### config.mk
export PLATFORM = sky130hd
export DESIGN_NAME = alu_operand_skid_flat
export DESIGN_NICKNAME = d
export VERILOG_FILES = /design/src/rtl/alu_pkg.sv /design/src/rtl/alu_operand_skid_if.sv /design/src/rtl/alu_op_decode.sv /design/src/rtl/alu_operand_skid.sv /design/src/flat_wrapper.sv
export SDC_FILE = /design/constraint.sdc
export NUM_CORES = 1
export LEC_CHECK = 0
export CAP_MARGIN = 20
export CORE_ASPECT_RATIO = 1.4
export CORE_MARGIN = 3
export CORE_UTILIZATION = 40
export CTS_CLUSTER_DIAMETER = 100
export CTS_CLUSTER_SIZE = 12
export DETAILED_ROUTE_END_ITERATION = 12
export PLACE_DENSITY = 0.65
export RECOVER_POWER = 50
export SKIP_CTS_REPAIR_TIMING = 1
export SLEW_MARGIN = 0
export SYNTH_ARGS = -nofsm -noshare
export SYNTH_HDL_FRONTEND = slang
export SYNTH_SLANG_ARGS = --single-unit
### constraint.sdc
create_clock -name clock -period 2.41 [get_ports clock]
set_input_delay 0.482 -clock clock [delete_from_list [all_inputs] [get_ports clock]]
set_output_delay 0.482 -clock clock [all_outputs]
set_load 0.02 [all_outputs]
### src/rtl/alu_pkg.sv
// ---------------------------------------------------------------------------
// alu_pkg
// Shared definitions for the ALU issue path: opcode encodings, one-hot
// select bit positions, default datapath widths and the skid-buffer
// occupancy encoding.
// ---------------------------------------------------------------------------
package alu_pkg;

    localparam int DATA_W_DEF  = 32;
    localparam int SHAMT_W_DEF = 5;   // must equal $clog2(DATA_W)
    localparam int OPC_W       = 5;
    localparam int SEL_W       = 6;

    localparam logic [OPC_W-1:0] OP_ADD = 5'b00000;
    localparam logic [OPC_W-1:0] OP_SUB = 5'b00001;
    localparam logic [OPC_W-1:0] OP_AND = 5'b00010;
    localparam logic [OPC_W-1:0] OP_OR  = 5'b00011;
    localparam logic [OPC_W-1:0] OP_SLL = 5'b00100;
    localparam logic [OPC_W-1:0] OP_SRA = 5'b00101;

    // Bit positions inside the one-hot select {sra, sll, or, and, sub, add}.
    localparam int SEL_ADD = 0;
    localparam int SEL_SUB = 1;
    localparam int SEL_AND = 2;
    localparam int SEL_OR  = 3;
    localparam int SEL_SLL = 4;
    localparam int SEL_SRA = 5;

    // Number of valid entries held by the stage (main + skid).
    typedef enum logic [1:0] {
        OCC_EMPTY = 2'd0,
        OCC_ONE   = 2'd1,
        OCC_FULL  = 2'd2
    } occ_t;

endpackage

### src/rtl/alu_operand_skid_if.sv
// ---------------------------------------------------------------------------
// alu_operand_skid_if
// Decode-side and ALU-side handshake bundle of the operand issue stage.
//   slave  : view of the issue stage (consumes in_*, produces out_*)
//   master : view of the environment (produces in_*, consumes out_*)
// ---------------------------------------------------------------------------
interface alu_operand_skid_if
    import alu_pkg::*;
#(
    parameter int DATA_W  = DATA_W_DEF,
    parameter int SHAMT_W = SHAMT_W_DEF
);
    logic               in_valid;
    logic               in_ready;
    logic [OPC_W-1:0]   in_opcode;
    logic [SHAMT_W-1:0] in_shamt;
    logic [DATA_W-1:0]  in_a;
    logic [DATA_W-1:0]  in_b;

    logic               out_valid;
    logic               out_ready;
    logic [DATA_W-1:0]  out_a;
    logic [DATA_W-1:0]  out_b;
    logic [OPC_W-1:0]   out_opcode;
    logic [SHAMT_W-1:0] out_shamt;
    logic [SEL_W-1:0]   out_sel;
    logic               out_illegal;

    modport slave (
        input  in_valid, in_opcode, in_shamt, in_a, in_b, out_ready,
        output in_ready, out_valid, out_a, out_b, out_opcode, out_shamt,
               out_sel, out_illegal
    );

    modport master (
        output in_valid, in_opcode, in_shamt, in_a, in_b, out_ready,
        input  in_ready, out_valid, out_a, out_b, out_opcode, out_shamt,
               out_sel, out_illegal
    );

endinterface

### src/rtl/alu_op_decode.sv
// ---------------------------------------------------------------------------
// alu_op_decode
// Combinational opcode decoder shared by the issue stage and the ALU top.
//   opcode   : 5-bit ALU opcode
//   sel      : one-hot {sra, sll, or, and, sub, add}; zero for illegal codes
//   illegal  : opcode outside 00000..00101
//   shamt_en : op consumes the shift amount (sll / sra)
// ---------------------------------------------------------------------------
module alu_op_decode
    import alu_pkg::*;
(
    input  logic [OPC_W-1:0] opcode,
    output logic [SEL_W-1:0] sel,
    output logic             illegal,
    output logic             shamt_en
);

    always_comb begin
        // NOTE: every output gets a default first so no path through the
        // case statement can leave one unassigned and infer a latch.
        sel     = '0;
        illegal = 1'b0;
        case (opcode)
            OP_ADD:  sel[SEL_ADD] = 1'b1;
            OP_SUB:  sel[SEL_SUB] = 1'b1;
            OP_AND:  sel[SEL_AND] = 1'b1;
            OP_OR:   sel[SEL_OR]  = 1'b1;
            OP_SLL:  sel[SEL_SLL] = 1'b1;
            OP_SRA:  sel[SEL_SRA] = 1'b1;
            default: illegal      = 1'b1;
        endcase
        shamt_en = sel[SEL_SLL] | sel[SEL_SRA];
    end

endmodule

### src/rtl/alu_operand_skid.sv
// ---------------------------------------------------------------------------
// alu_operand_skid
// Registered issue stage in front of the ALU/shifter. Accepts one decoded
// operation per cycle into a 2-entry skid buffer (main + skid) and presents
// the main entry to the ALU. in_ready comes straight from a flop, so ALU
// backpressure never reaches decode combinationally.
//   clock, reset_n : rising-edge clock, asynchronous active-low reset
//   bus            : decode-side in_* and ALU-side out_* handshake/payload
//   issued_cnt     : saturating count of out fires
// SHAMT_W is expected to equal $clog2(DATA_W).
// ---------------------------------------------------------------------------
module alu_operand_skid
    import alu_pkg::*;
#(
    parameter int DATA_W  = DATA_W_DEF,
    parameter int SHAMT_W = SHAMT_W_DEF,
    parameter int CNT_W   = 16
) (
    input  logic                 clock,
    input  logic                 reset_n,
    alu_operand_skid_if.slave    bus,
    output logic [CNT_W-1:0]     issued_cnt
);

    // Entries are stored already decoded so the ALU sees registered selects.
    typedef struct packed {
        logic [DATA_W-1:0]  a;
        logic [DATA_W-1:0]  b;
        logic [OPC_W-1:0]   opcode;
        logic [SHAMT_W-1:0] shamt;
        logic [SEL_W-1:0]   sel;
        logic               illegal;
    } entry_t;

    occ_t       state;
    entry_t     main_q;
    entry_t     skid_q;
    entry_t     in_entry;
    logic       in_ready_q;
    logic [SEL_W-1:0] dec_sel;
    logic       dec_illegal;
    logic       dec_shamt_en;
    logic       accept;
    logic       fire;

    alu_op_decode u_decode (
        .opcode   (bus.in_opcode),
        .sel      (dec_sel),
        .illegal  (dec_illegal),
        .shamt_en (dec_shamt_en)
    );

    always_comb begin
        in_entry.a       = bus.in_a;
        in_entry.b       = bus.in_b;
        in_entry.opcode  = bus.in_opcode;
        in_entry.shamt   = dec_shamt_en ? bus.in_shamt : '0;
        in_entry.sel     = dec_sel;
        in_entry.illegal = dec_illegal;
    end

    assign accept = bus.in_valid & in_ready_q;
    assign fire   = bus.out_valid & bus.out_ready;

    // in_ready_q mirrors "skid slot free"; it is cleared in the same edge
    // that fills the skid and set in the same edge that drains it.
    always_ff @(posedge clock or negedge reset_n) begin
        if (!reset_n) begin
            // NOTE: the payload registers are reset too, not just the
            // valid state, so the outputs are deterministic out of reset.
            state      <= OCC_EMPTY;
            in_ready_q <= 1'b1;
            main_q     <= '0;
            skid_q     <= '0;
            issued_cnt <= '0;
        end else begin
            // NOTE: state updates use non-blocking assignments so every
            // register samples pre-edge values regardless of statement order.
            case (state)
                OCC_EMPTY: begin
                    if (accept) begin
                        main_q <= in_entry;
                        state  <= OCC_ONE;
                    end
                end
                OCC_ONE: begin
                    if (accept && fire) begin
                        main_q <= in_entry;
                    end else if (accept) begin
                        skid_q     <= in_entry;
                        in_ready_q <= 1'b0;
                        state      <= OCC_FULL;
                    end else if (fire) begin
                        state <= OCC_EMPTY;
                    end
                end
                OCC_FULL: begin
                    if (fire) begin
                        main_q     <= skid_q;
                        in_ready_q <= 1'b1;
                        state      <= OCC_ONE;
                    end
                end
                default: begin
                    state      <= OCC_EMPTY;
                    in_ready_q <= 1'b1;
                end
            endcase

            if (fire && (issued_cnt != '1)) begin
                issued_cnt <= issued_cnt + CNT_W'(1);
            end
        end
    end

    assign bus.in_ready    = in_ready_q;
    assign bus.out_valid   = (state != OCC_EMPTY);
    assign bus.out_a       = main_q.a;
    assign bus.out_b       = main_q.b;
    assign bus.out_opcode  = main_q.opcode;
    assign bus.out_shamt   = main_q.shamt;
    assign bus.out_sel     = main_q.sel;
    assign bus.out_illegal = main_q.illegal;

endmodule

### src/flat_wrapper.sv
// flat-port wrapper written by rule: the top's interface ports become plain ports
module alu_operand_skid_flat import alu_pkg::*;
#(
    parameter int DATA_W  = DATA_W_DEF,
    parameter int SHAMT_W = SHAMT_W_DEF,
    parameter int CNT_W   = 16
)
  (clock, reset_n, issued_cnt, bus_in_valid, bus_in_opcode, bus_in_shamt, bus_in_a, bus_in_b, bus_out_ready, bus_in_ready, bus_out_valid, bus_out_a, bus_out_b, bus_out_opcode, bus_out_shamt, bus_out_sel, bus_out_illegal);
  alu_operand_skid_if #(.DATA_W(DATA_W), .SHAMT_W(SHAMT_W)) bus_i ();
  input  logic clock;
  input  logic reset_n;
  output logic [CNT_W-1:0] issued_cnt;
  input wire logic [$bits(bus_i.in_valid)-1:0] bus_in_valid;
  input wire logic [$bits(bus_i.in_opcode)-1:0] bus_in_opcode;
  input wire logic [$bits(bus_i.in_shamt)-1:0] bus_in_shamt;
  input wire logic [$bits(bus_i.in_a)-1:0] bus_in_a;
  input wire logic [$bits(bus_i.in_b)-1:0] bus_in_b;
  input wire logic [$bits(bus_i.out_ready)-1:0] bus_out_ready;
  output wire logic [$bits(bus_i.in_ready)-1:0] bus_in_ready;
  output wire logic [$bits(bus_i.out_valid)-1:0] bus_out_valid;
  output wire logic [$bits(bus_i.out_a)-1:0] bus_out_a;
  output wire logic [$bits(bus_i.out_b)-1:0] bus_out_b;
  output wire logic [$bits(bus_i.out_opcode)-1:0] bus_out_opcode;
  output wire logic [$bits(bus_i.out_shamt)-1:0] bus_out_shamt;
  output wire logic [$bits(bus_i.out_sel)-1:0] bus_out_sel;
  output wire logic [$bits(bus_i.out_illegal)-1:0] bus_out_illegal;
  assign bus_i.in_valid = bus_in_valid;
  assign bus_i.in_opcode = bus_in_opcode;
  assign bus_i.in_shamt = bus_in_shamt;
  assign bus_i.in_a = bus_in_a;
  assign bus_i.in_b = bus_in_b;
  assign bus_i.out_ready = bus_out_ready;
  assign bus_in_ready = bus_i.in_ready;
  assign bus_out_valid = bus_i.out_valid;
  assign bus_out_a = bus_i.out_a;
  assign bus_out_b = bus_i.out_b;
  assign bus_out_opcode = bus_i.out_opcode;
  assign bus_out_shamt = bus_i.out_shamt;
  assign bus_out_sel = bus_i.out_sel;
  assign bus_out_illegal = bus_i.out_illegal;
  alu_operand_skid #(.DATA_W(DATA_W), .SHAMT_W(SHAMT_W), .CNT_W(CNT_W)) u_core (.clock(clock), .reset_n(reset_n), .bus(bus_i), .issued_cnt(issued_cnt));
endmodule
Word level (Yosys, flattened, before mapping). Cells that the tools add are included.

Multiplexer cells: 22. Add/subtract/negate cells: 1. Equal/unequal tests: 14. Reduce and logical (&&, ||, !) cells: 11. Bitwise logic cells: 5.

Operators by type and width (count): $mux W81 (3); $pmux W81 S3 (1); $add A16 B1 Y16 const B (1); $ne A16 B16 Y1 const B (1); $reduce_and A4 Y1 (3); $eq A5 B2 Y1 const B (2); $eq A5 B3 Y1 const B (2); $mux W1 (10); $mux W2 (5); $ne A2 B1 Y1 const B (4); $pmux W2 S3 (1); $reduce_or A6 Y1 (1); $eq A5 B1 Y1 const B (1); $logic_not A5 Y1 (1); $mux W5 (1); $ne A3 B1 Y1 const B (1); $pmux W1 S3 (1); $reduce_and A3 Y1 (1); $reduce_bool A3 Y1 (1); $and A1 B1 Y1 (2); $eq A2 B1 Y1 const B (1); $eq A2 B2 Y1 const B (1); $logic_and A1 B1 Y1 (2); $logic_not A2 Y1 (1); 4 further kinds (5).

Bits in registers: 181. Bits of input ports: 78. Logic and storage cells: 68.

Depth between registers and ports, before layout. Gate-level depths: netlist of the first run.

Depth in word-level cells: 6. Mapped depth: 8. Mapped depth without buffers: 5.

Modules after synthesis. Synthesis of the first run repeated with hierarchy kept, for this count alone.

Cells, all modules: 726. Area, all modules: 7678.6 µm².

By module, submodules not included: alu_operand_skid (area an instance 7603.5 µm², instances 1, cells an instance 715); alu_op_decode (area an instance 75.1 µm², instances 1, cells an instance 11).

Worst setup path after synthesis of the first run. Ideal clock, no wire load.

Path kind: register to register. Start: register u_core.issued_cnt[0]. End: register u_core.issued_cnt[1]. Cell stages (with the launch flop): 6. Slack: 561 ps. Data arrival time: 1724 ps. Path buffers: 0. Path through: dfrtp_1 ha_1 nand4_1 nor4_4 nor2_2 mux2_2.

Longest elaborated chain between the ends: 2. Elaborated cells on any way between the ends: 3.

Ends and longest elaborated chain: from (decl) (line alu_operand_skid.sv:22) `output logic [CNT_W-1:0] issued_cnt`; from (signal assigned) (line alu_operand_skid.sv:111) `issued_cnt <= issued_cnt + CNT_W'(1);`; parallel branches: the longest is 2 deep, another holds $add A16 B1 Y16.

Parallel ways; which one is timed is not known. A chain may end at the register's enable or synchronous reset.

Final worst setup path of the first run.
Start: input bus_out_ready. End: register u_core.skid_q[44] (netlist name).

Longest elaborated chain between the ends: 4.

Ends and longest elaborated chain: from (decl) (line flat_wrapper.sv:18) `input wire logic [$bits(bus_i.out_ready)-1:0] bus_out_ready;`; $and A1 B1 Y1 (line alu_operand_skid.sv:63) `assign fire = bus.out_valid & bus.out_ready;`; $logic_and A1 B1 Y1 (line alu_operand_skid.sv:87) `if (accept && fire) begin`; $not A1 Y1 (no source line); $reduce_and A3 Y1 (no source line); to (signal assigned) (line alu_operand_skid.sv:90) `skid_q <= in_entry;`; to (decl) (line alu_operand_skid.sv:37) `entry_t skid_q;`.

No other way between the ends.

==> qor.yml, run 1 <==
status:
  status: "complete, but fails checks"
  violations: "capacitance limit, slew limit"
clock_tree:
  ctsHtreeMaxLevel: 4
  tritoncts.num_buffers: 17
  worstSkewPairLatency_ns: 0.43
  clock-sinks: 181
  path_clk_slew_ns: 0.07
  cts_tree: "built"
  max-clock-path-buffers: 2
  cts_root_buf: "clkbuf_16"
worst_setup_path:
  crit_path_start: "bus_out_ready"
  endpoint: "u_core.skid_q[44]$_DFFE_PN0P_"
  endpoint_kind: "register"
  crit_path_max_incr_delay_ns: 0.67
  path_cells: "dlygate4sd3_1, nand2b_1, or2_0, buf_4, mux2_4"
  path_buf_inv: 2
  worstReg2RegEnd: "u_core.skid_q[44]$_DFFE_PN0P_"
  worstSetupPathDepth: 5
  critPathKind: "in -> reg"
  critical_path.max_fanout: 9
  start_kind: "primary input"
  cp_slowest_cell: "dlygate4sd3_1"
  reg2reg_from: "u_core.state[1]$_DFFE_PN0P_"
  cpLargestDelayFamily: "buffers and inverters"
  cp.arrival_ns: 2.58
  r2r_cells: 4
  critPathRequiredTime_ns: 2.72
  r2r_slack_ns: 0.32
pwr:
  p_sw_share_pct: 30.7
  peakVddDrop_v: 0.000500
  pwr-share-comb_pct: 29.7
  p_per_area_nw_per_um2: 902
  p_int_w: 0.00682
  p_leak_nw: 5.34
  power_switching_w: 0.00302
  p_clk_share_pct: 28.5
  p_seq_share_pct: 41.8
layout:
  fin_nets: 974
  seq_area_um2: 4530
  drive_gt1_share_pct: 20.8
  nFillCells: 1810
  insertedDiodeCount: 0
  finalNonFillerCells: 1160
  area_growth_pct: 33.2
  multi_input_area_um2: 3340
yosys:
  yosys.area.top_type: "dfrtp_1"
  synthTopCellsByCount: "nand2_1, dfrtp_1, mux2_2"
  ys.warnings.count: 0
  avgSynthCellArea_um2: 11.5
  ys.flop_type: "dfrtp_1"
  synthTopCellsByArea: "dfrtp_1, mux2_2, nand2_1"
  synth_area_um2: 8190
  async_reset_ff_share_pct: 100
  synth_top_area_share_pct: 55.0
  yosysMostFrequentCell: "nand2_1"
  yosysSeqAreaShare_pct: 55.3
  synth_cell_types: 42
  synth_edf_count: 0
  syn-num-nets: 794
  ys_ff_latch: 181
  syn_inst: 715
timing:
  rsz0062_at_grt: "false"
  fmax_ghz: 0.440
  setup_tns_ns: 0
  period_share_pct: 94.4
  hold_viol_final: 0
  slew-limit-headroom_pct: -12.2
  clock_skew_ns: 0.0133
  final-setup-viol-count: 0
  min_period_ns: 2.27
  tightestPinTransition_ns: 1.68
  finalMaxSlewViolations: 63
die:
  fp.dieH_um: 175
  die_w_um: 127
  core_um2: 20000
  initial_core_util_pct: 41.0
  ios: 177
  num_rows: 61
  die_area_um2: 22300
drt:
  drt_iter0_markers: 279
  drc: 0
  wl_per_cell_um: 15.7
  vias_per_cell: 4.86
  ant_nets: 0
  routed_wl_mm: 18.2
  vias: 5637
  dr.pass1.iters: 4
placed_design:
  gp_congestion: 0.745
  dp_hpwl_mm: 12.5
  dp_cells: 1128
  io_buffers: 176
global_route:
  grt_max_degree: 65
  antenna_found_initial: 0
  grt_use_total_pct: 17.2
  grt_pass1_wl_mm: 30.9
  overflow: 0
  grt_pass1_vias: 5935
min_path:
  whs_path_depth: 2
  hold_class: "reg -> reg"
  min_from: "u_core.skid_q[5]$_DFFE_PN0P_"
run:
  drv_cap: 1
-- worst min-delay path by stage --
| stage | to | slack, ns |
|---|---|---|
| 2_1_floorplan | u_core.bus.out_a[0]$_DFFE_PN0P_ | 0.19 |
| 3_3_place_gp | u_core.skid_q[2]$_DFFE_PN0P_ | 0.46 |
| 3_5_place_dp | u_core.skid_q[5]$_DFFE_PN0P_ | 0.47 |
| 4_1_cts | u_core.skid_q[39]$_DFFE_PN0P_ | 0.04 |
| 5_1_grt | u_core.bus.out_sel[4]$_DFFE_PN0P_ | 0.51 |
| 6_report | u_core.skid_q[5]$_DFFE_PN0P_ | 0.48 |
-- logic make-up (layout without fill, tap and decap cells) --
family	after synthesis	after routing	share of synthesized area, %
mux	151	151	22.4
xor+xnor	13	13	1.39
buf+inv	42	235	3.10
compound gates	37	37	2.54
fa+ha+maj	1	1	0.153
simple gates	290	290	15.2
flops	181	181	55.3
-- cells in the final DEF, fill, tap and decap left out, types with 13 or more instances in the layout --
cell,netlist,routed
nand2_1,245,245
buf_12,0,14
mux2_2,104,104
mux2_1,12,33
clkbuf_16,0,17
xor2_1,13,13
o21ai_0,24,24
clkdlybuf4s50_1,0,174
dfrtp_1,180,180
mux2_4,35,14
-- sequential cells by signal, summed over array words and instances, names as in the netlist --
name                    flops
u_core.bus.out_opcode       5
u_core.skid_q              81
u_core.state                2
u_core.issued_cnt          16
u_core.bus.in_ready         1
u_core.bus.out_shamt        5
u_core.bus.out_b           32
u_core.bus.out_illegal      1
u_core.bus.out_sel          6
u_core.bus.out_a           32
-- area by class of cell --
type,instances,share of cell area (%)
clock inverters,14,1.43
repair buffers,203,19.5
multi-input cells,492,30.6
flip-flops and latches,181,41.5
clock buffers,18,4.03
well taps,252,2.89
-- metal layers --
| layer | routed length (µm) | global-route usage (%) | vias up |
|---|---|---|---|
| li1 | - | - | 2738 |
| met1 | 8060 | 22.7 | 2750 |
| met2 | 8940 | 28.0 | 123 |
| met3 | 811 | 4.14 | 26 |
| met4 | 388 | 5.72 | 0 |
| met5 | 0 | 0 | - |
-- power by group through the flow --
stage          sequential [W]  clock, W  combinational [W]
2_1_floorplan         0.00483         0           0.000659
3_3_place_gp          0.00417         0            0.00295
3_5_place_dp          0.00417         0            0.00298
4_1_cts               0.00412   0.00290            0.00299
5_1_grt               0.00420   0.00303            0.00310
6_report              0.00412   0.00280            0.00292
-- worst min-delay path: cells and delay by family, from the launching register on --
kind	cells	cell delay [ns]
AOI/OAI and AO/OA	1	0.06
DFF	1	0.35
and+or+nand+nor	1	0.05
-- per-stage QoR --
stage	instance area [µm²]	util [%]	power [W]	setup WS [ns]	hold slack (ns)
2_1_floorplan	8190	-	0.00549	0.561	0.186
3_3_place_gp	10400	52.1	0.00712	0.158	0.461
3_5_place_dp	10400	52.1	0.00715	0.138	0.470
4_1_cts	11000	55.1	0.0100	0.0789	0.0409
5_1_grt	10900	54.6	0.0103	0.0561	0.510
6_report	10900	54.6	0.00984	0.135	0.482
Note: power is estimated with default switching activity, not from simulation.
==> inputs of run 2 (changes only) <==
--- a/config.mk
+++ b/config.mk
@@ -8,14 +8,15 @@
 export CAP_MARGIN = 20
 export CORE_ASPECT_RATIO = 1.4
 export CORE_MARGIN = 3
-export CORE_UTILIZATION = 40
+export CORE_UTILIZATION = 51
 export CTS_CLUSTER_DIAMETER = 100
-export CTS_CLUSTER_SIZE = 12
+export CTS_CLUSTER_SIZE = 8
 export DETAILED_ROUTE_END_ITERATION = 12
-export PLACE_DENSITY = 0.65
+export PLACE_DENSITY = 0.8
 export RECOVER_POWER = 50
 export SKIP_CTS_REPAIR_TIMING = 1
 export SLEW_MARGIN = 0
 export SYNTH_ARGS = -nofsm -noshare
 export SYNTH_HDL_FRONTEND = slang
 export SYNTH_SLANG_ARGS = --single-unit
+export TNS_END_PERCENT = 30
==> run 2 against run 1 <==
  * The run now ends clean
  * Routed wire length down 0.90%
  * Worst hold slack got worse by 0.17 ns
  * Via count rose by 0.28%
  * Combinational power about the same
  * Critical path depth is 3 lower
  * Non-clock buffer count shrank 10
  * Register-to-register slack got worse by 0.03 ns
  * Final cell count is 5.7% lower
  * Sequential share of layout area up 1.2 points
  * Critical endpoint is now bus_out_valid
==> qor.yml, run 2 (synthesis results as in run 1) <==
timing:
  hold_viol_final: 0
  clock_skew_ns: 0.00828
  period_share_pct: 94.1
  slew-limit-headroom_pct: 18.0
  final-setup-viol-count: 0
  finalMaxSlewViolations: 0
  rsz0062_at_grt: "false"
  tightestPinTransition_ns: 1.23
  fmax_ghz: 0.441
  setup_tns_ns: 0
  holdWs_ns: 0.307
  min_period_ns: 2.27
clock_tree:
  cts_tree: "built"
  clock-sinks: 181
  tritoncts.num_buffers: 17
  cts_root_buf: "clkbuf_16"
  max-clock-path-buffers: 2
  path_clk_slew_ns: 0.07
  worstSkewPairLatency_ns: 0.42
  ctsHtreeMaxLevel: 4
die:
  fp.dieH_um: 156
  num_rows: 54
  core_um2: 15700
  die_w_um: 113
  die_area_um2: 17600
  initial_core_util_pct: 52.3
  ios: 177
pwr:
  peakVddDrop_v: 0.000654
  power_w: 0.00974
  p_leak_nw: 5.22
  p_per_area_nw_per_um2: 918
global_route:
  grt_use_total_pct: 21.1
  overflow: 0
  grt_max_degree: 57
  antenna_found_initial: 0
  grt_pass1_vias: 5823
  grt_pass1_wl_mm: 29.7
layout:
  nFillCells: 1201
  layout_common_cells: "nand2_1, dfrtp_1, clkdlybuf4s50_1, mux2_2, mux2_1"
  final_common_cell: "nand2_1"
  largest_reg_flops: 81
  drive_gt1_share_pct: 20.2
  area_growth_pct: 29.5
  insertedDiodeCount: 0
  largest-register: "u_core.skid_q"
  fin_nets: 964
run:
  drv_cap: 0
worst_setup_path:
  critPathRequiredTime_ns: 1.93
  critPathKind: "reg -> out"
  critical_path.max_fanout: 9
  start_kind: "register"
  endpoint_kind: "output pin"
  cp.arrival_ns: 1.79
drt:
  vias: 5653
  vias_per_cell: 5.17
  drc: 0
  drt_iter0_markers: 293
  ant_nets: 0
  routed_wl_mm: 18.0
  dr.pass1.iters: 4
  wl_per_cell_um: 16.5
placed_design:
  io_buffers: 176
  dp_hpwl_mm: 12.1
  gp_congestion: 0.783
status:
  status: "completed"
min_path:
  hold_class: "in -> async"
## run 2: per-layer routing
layer	routed length, µm	vias up	track usage (%)	share of wire, %
met4	380	0	7.45	2.1
met1	7490	2782	26.8	42
met5	0	-	0	0
met3	793	21	4.81	4.4
li1	-	2715	-	-
met2	9370	135	35.5	52
## run 2: final cells by class
class | instances | area, µm² | share of cell area, %
clock inverter | 13 | 150 | 1.41
timing repair buffer | 193 | 1910 | 18.0
sequential | 181 | 4530 | 42.7
tap | 196 | 245 | 2.31
clock buffer | 19 | 433 | 4.08
multi-input combinational | 492 | 3350 | 31.5
## run 2: power by group
part	switching, W	internal, W	total [W]
Sequential	0.000382	0.00371	0.00409
Combinational	0.00133	0.00158	0.00292
Clock	0.00119	0.00154	0.00273
## run 2: final timing paths
kind                                                        from                                to  slack, ns  cells after the start
worst min-delay path                                     reset_n  u_core.bus.out_b[20]$_DFFE_PN0P_       0.31                      1
worst min register to register      u_core.skid_q[0]$_DFFE_PN0P_      u_core.skid_q[0]$_DFFE_PN0P_       0.48                      2
min in group clock                  u_core.skid_q[0]$_DFFE_PN0P_      u_core.skid_q[0]$_DFFE_PN0P_       0.48                      2
max in group asynchronous                                reset_n     u_core.skid_q[56]$_DFFE_PN0P_       0.59                      2
worst max register to register  u_core.issued_cnt[0]$_DFFE_PN0P_  u_core.issued_cnt[1]$_DFFE_PN0P_       0.29                      5
worst max-delay path                 u_core.state[0]$_DFFE_PN0P_                     bus_out_valid       0.14                      2
## run 2: through the flow
step	setup WS [ns]	utilization [%]	cell area (µm²)	cells
4_1_cts	0.0879	68.8	10800	1094
3_3_place_gp	0.144	65.1	10200	1062
6_report	0.142	67.7	10600	1094
3_5_place_dp	0.102	65.1	10200	1062
5_1_grt	0.0609	67.7	10600	1094
2_1_floorplan	0.561	-	8190	715
## run 2: critical path: stages (launching register included)
cell and delay [ns]:
dfrtp_1 0.49, or2_2 0.34, clkdlybuf4s50_1 0.54
==> inputs of run 3 (changes only) <==
--- a/config.mk
+++ b/config.mk
@@ -8,11 +8,11 @@
 export CAP_MARGIN = 20
 export CORE_ASPECT_RATIO = 1.4
 export CORE_MARGIN = 3
-export CORE_UTILIZATION = 51
+export CORE_UTILIZATION = 41
 export CTS_CLUSTER_DIAMETER = 100
 export CTS_CLUSTER_SIZE = 8
 export DETAILED_ROUTE_END_ITERATION = 12
-export PLACE_DENSITY = 0.8
+export PLACE_DENSITY_LB_ADDON = 0.1
 export RECOVER_POWER = 50
 export SKIP_CTS_REPAIR_TIMING = 1
 export SLEW_MARGIN = 0
==> run 3 against run 2 <==
  * The flow now finishes with violations (capacitance limit, slew limit)
  * Final cell count is 5.3% higher
  * Sequential power up 1%
  * Largest cell class unchanged
  * Non-clock buffer count increased by 6
  * Clock power fell by 1%
  * Worst hold slack improved by 0.17 ns
==> qor.yml, run 3 (synthesis results as in run 1) <==
layout:
  insertedDiodeCount: 0
  drive_gt1_share_pct: 20.8
  fin_nets: 970
  layout_common_cells: "nand2_1, dfrtp_1, clkdlybuf4s50_1, mux2_2, mux2_1"
  largest-register: "u_core.skid_q"
  fin_area_um2: 10800
  nFillCells: 1690
  largest_reg_flops: 81
  area_growth_pct: 31.3
  final_common_cell: "nand2_1"
clock_tree:
  path_clk_slew_ns: 0.07
  worstSkewPairLatency_ns: 0.43
  cts_tree: "built"
  ctsHtreeMaxLevel: 4
  clock-sinks: 181
  max-clock-path-buffers: 2
  tritoncts.num_buffers: 17
  cts_root_buf: "clkbuf_16"
min_path:
  min_from: "u_core.skid_q[9]$_DFFE_PN0P_"
  whs_path_depth: 2
  hold_class: "reg -> reg"
timing:
  clock_skew_ns: 0.00925
  rsz0062_at_grt: "false"
  tightestPinTransition_ns: 1.78
  period_share_pct: 94.4
  final-setup-viol-count: 0
  finalMaxSlewViolations: 68
  setup_tns_ns: 0
  fmax_ghz: 0.440
  hold_viol_final: 0
  min_period_ns: 2.28
  slew-limit-headroom_pct: -18.5
worst_setup_path:
  r2r_cells: 4
  cp.arrival_ns: 1.79
  start_kind: "register"
  reg2reg_from: "u_core.state[1]$_DFFE_PN0P_"
  critPathRequiredTime_ns: 1.93
  critical_path.max_fanout: 10
  endpoint_kind: "output pin"
  critPathKind: "reg -> out"
  crit_path_start: "u_core.state[1]$_DFFE_PN0P_"
drt:
  drc: 0
  dr.pass1.iters: 4
  ant_nets: 0
  wl_per_cell_um: 16.2
  vias: 5706
  drt_iter0_markers: 395
  routed_wl_mm: 18.7
  vias_per_cell: 4.95
die:
  core_um2: 19400
  ios: 177
  num_rows: 60
  die_area_um2: 21700
  initial_core_util_pct: 42.1
  die_w_um: 125
  fp.dieH_um: 173
pwr:
  p_per_area_nw_per_um2: 905
  p_leak_nw: 5.27
  peakVddDrop_v: 0.000545
global_route:
  overflow: 0
  grt_pass1_wl_mm: 31.2
  grt_max_degree: 70
  grt_use_total_pct: 17.8
  antenna_found_initial: 0
  grt_pass1_vias: 5962
placed_design:
  dp_hpwl_mm: 12.9
  post_dp_cell_area_um2: 10300
  gp_congestion: 0.727
  io_buffers: 176
status:
  status: "complete, but fails checks"
  violations: "capacitance limit, slew limit"
run:
  drv_cap: 1
run 3: power by group:
group | switching (W) | internal [W] | leakage, nW | total, W
Sequential | 0.000418 | 0.00371 | 2.40 | 0.00413
Combinational | 0.00132 | 0.00159 | 2.59 | 0.00292
Clock | 0.00129 | 0.00140 | 0.279 | 0.00269
Total | 0.00303 | 0.00671 | 5.27 | 0.00973
run 3: area by class of cell:
class | count | area [µm²] | area share (%)
Sequential cell | 181 | 4530 | 42.1
Multi-Input combinational cell | 492 | 3340 | 31.1
Tap cell | 248 | 310 | 2.88
Clock buffer | 18 | 439 | 4.08
Clock inverter | 14 | 136 | 1.27
Timing Repair Buffer | 199 | 2000 | 18.6
run 3: routing by layer:
layer	up-vias	wire length, µm	track usage, %
met3	10	970	4.87
met1	2819	7900	21.8
li1	2734	-	-
met4	0	182	4.57
met2	143	9650	30.9
met5	-	0	0
run 3: per-stage QoR:
step	worst slack, ns	hold slack, ns	util [%]	instances	total power, W
floorplan	0.561	0.186	-	715	0.00549
finish	0.135	0.482	55.3	1152	0.00973
detailed placement	0.119	0.470	53.1	1120	0.00716
global route	0.0540	0.500	55.3	1152	0.0102
global placement	0.143	0.459	53.1	1120	0.00710
CTS	0.0354	0.0727	56.0	1152	0.00988
run 3: worst max-delay path, cell delays in order, from the launching register on:
cell and delay (ns):
dfrtp_1 0.48, or2_2 0.34, clkdlybuf4s50_1 0.55
run 3: worst paths after layout:
kind / endpoint / slack [ns]
setup / recovery: bus_out_valid / 0.13
hold / removal: u_core.skid_q[9]$_DFFE_PN0P_ / 0.48
setup reg to reg: u_core.skid_q[69]$_DFFE_PN0P_ / 0.46
hold reg to reg: u_core.skid_q[9]$_DFFE_PN0P_ / 0.48
max in group asynchronous: u_core.skid_q[16]$_DFFE_PN0P_ / 0.50
min in group asynchronous: u_core.issued_cnt[14]$_DFFE_PN0P_ / 0.53
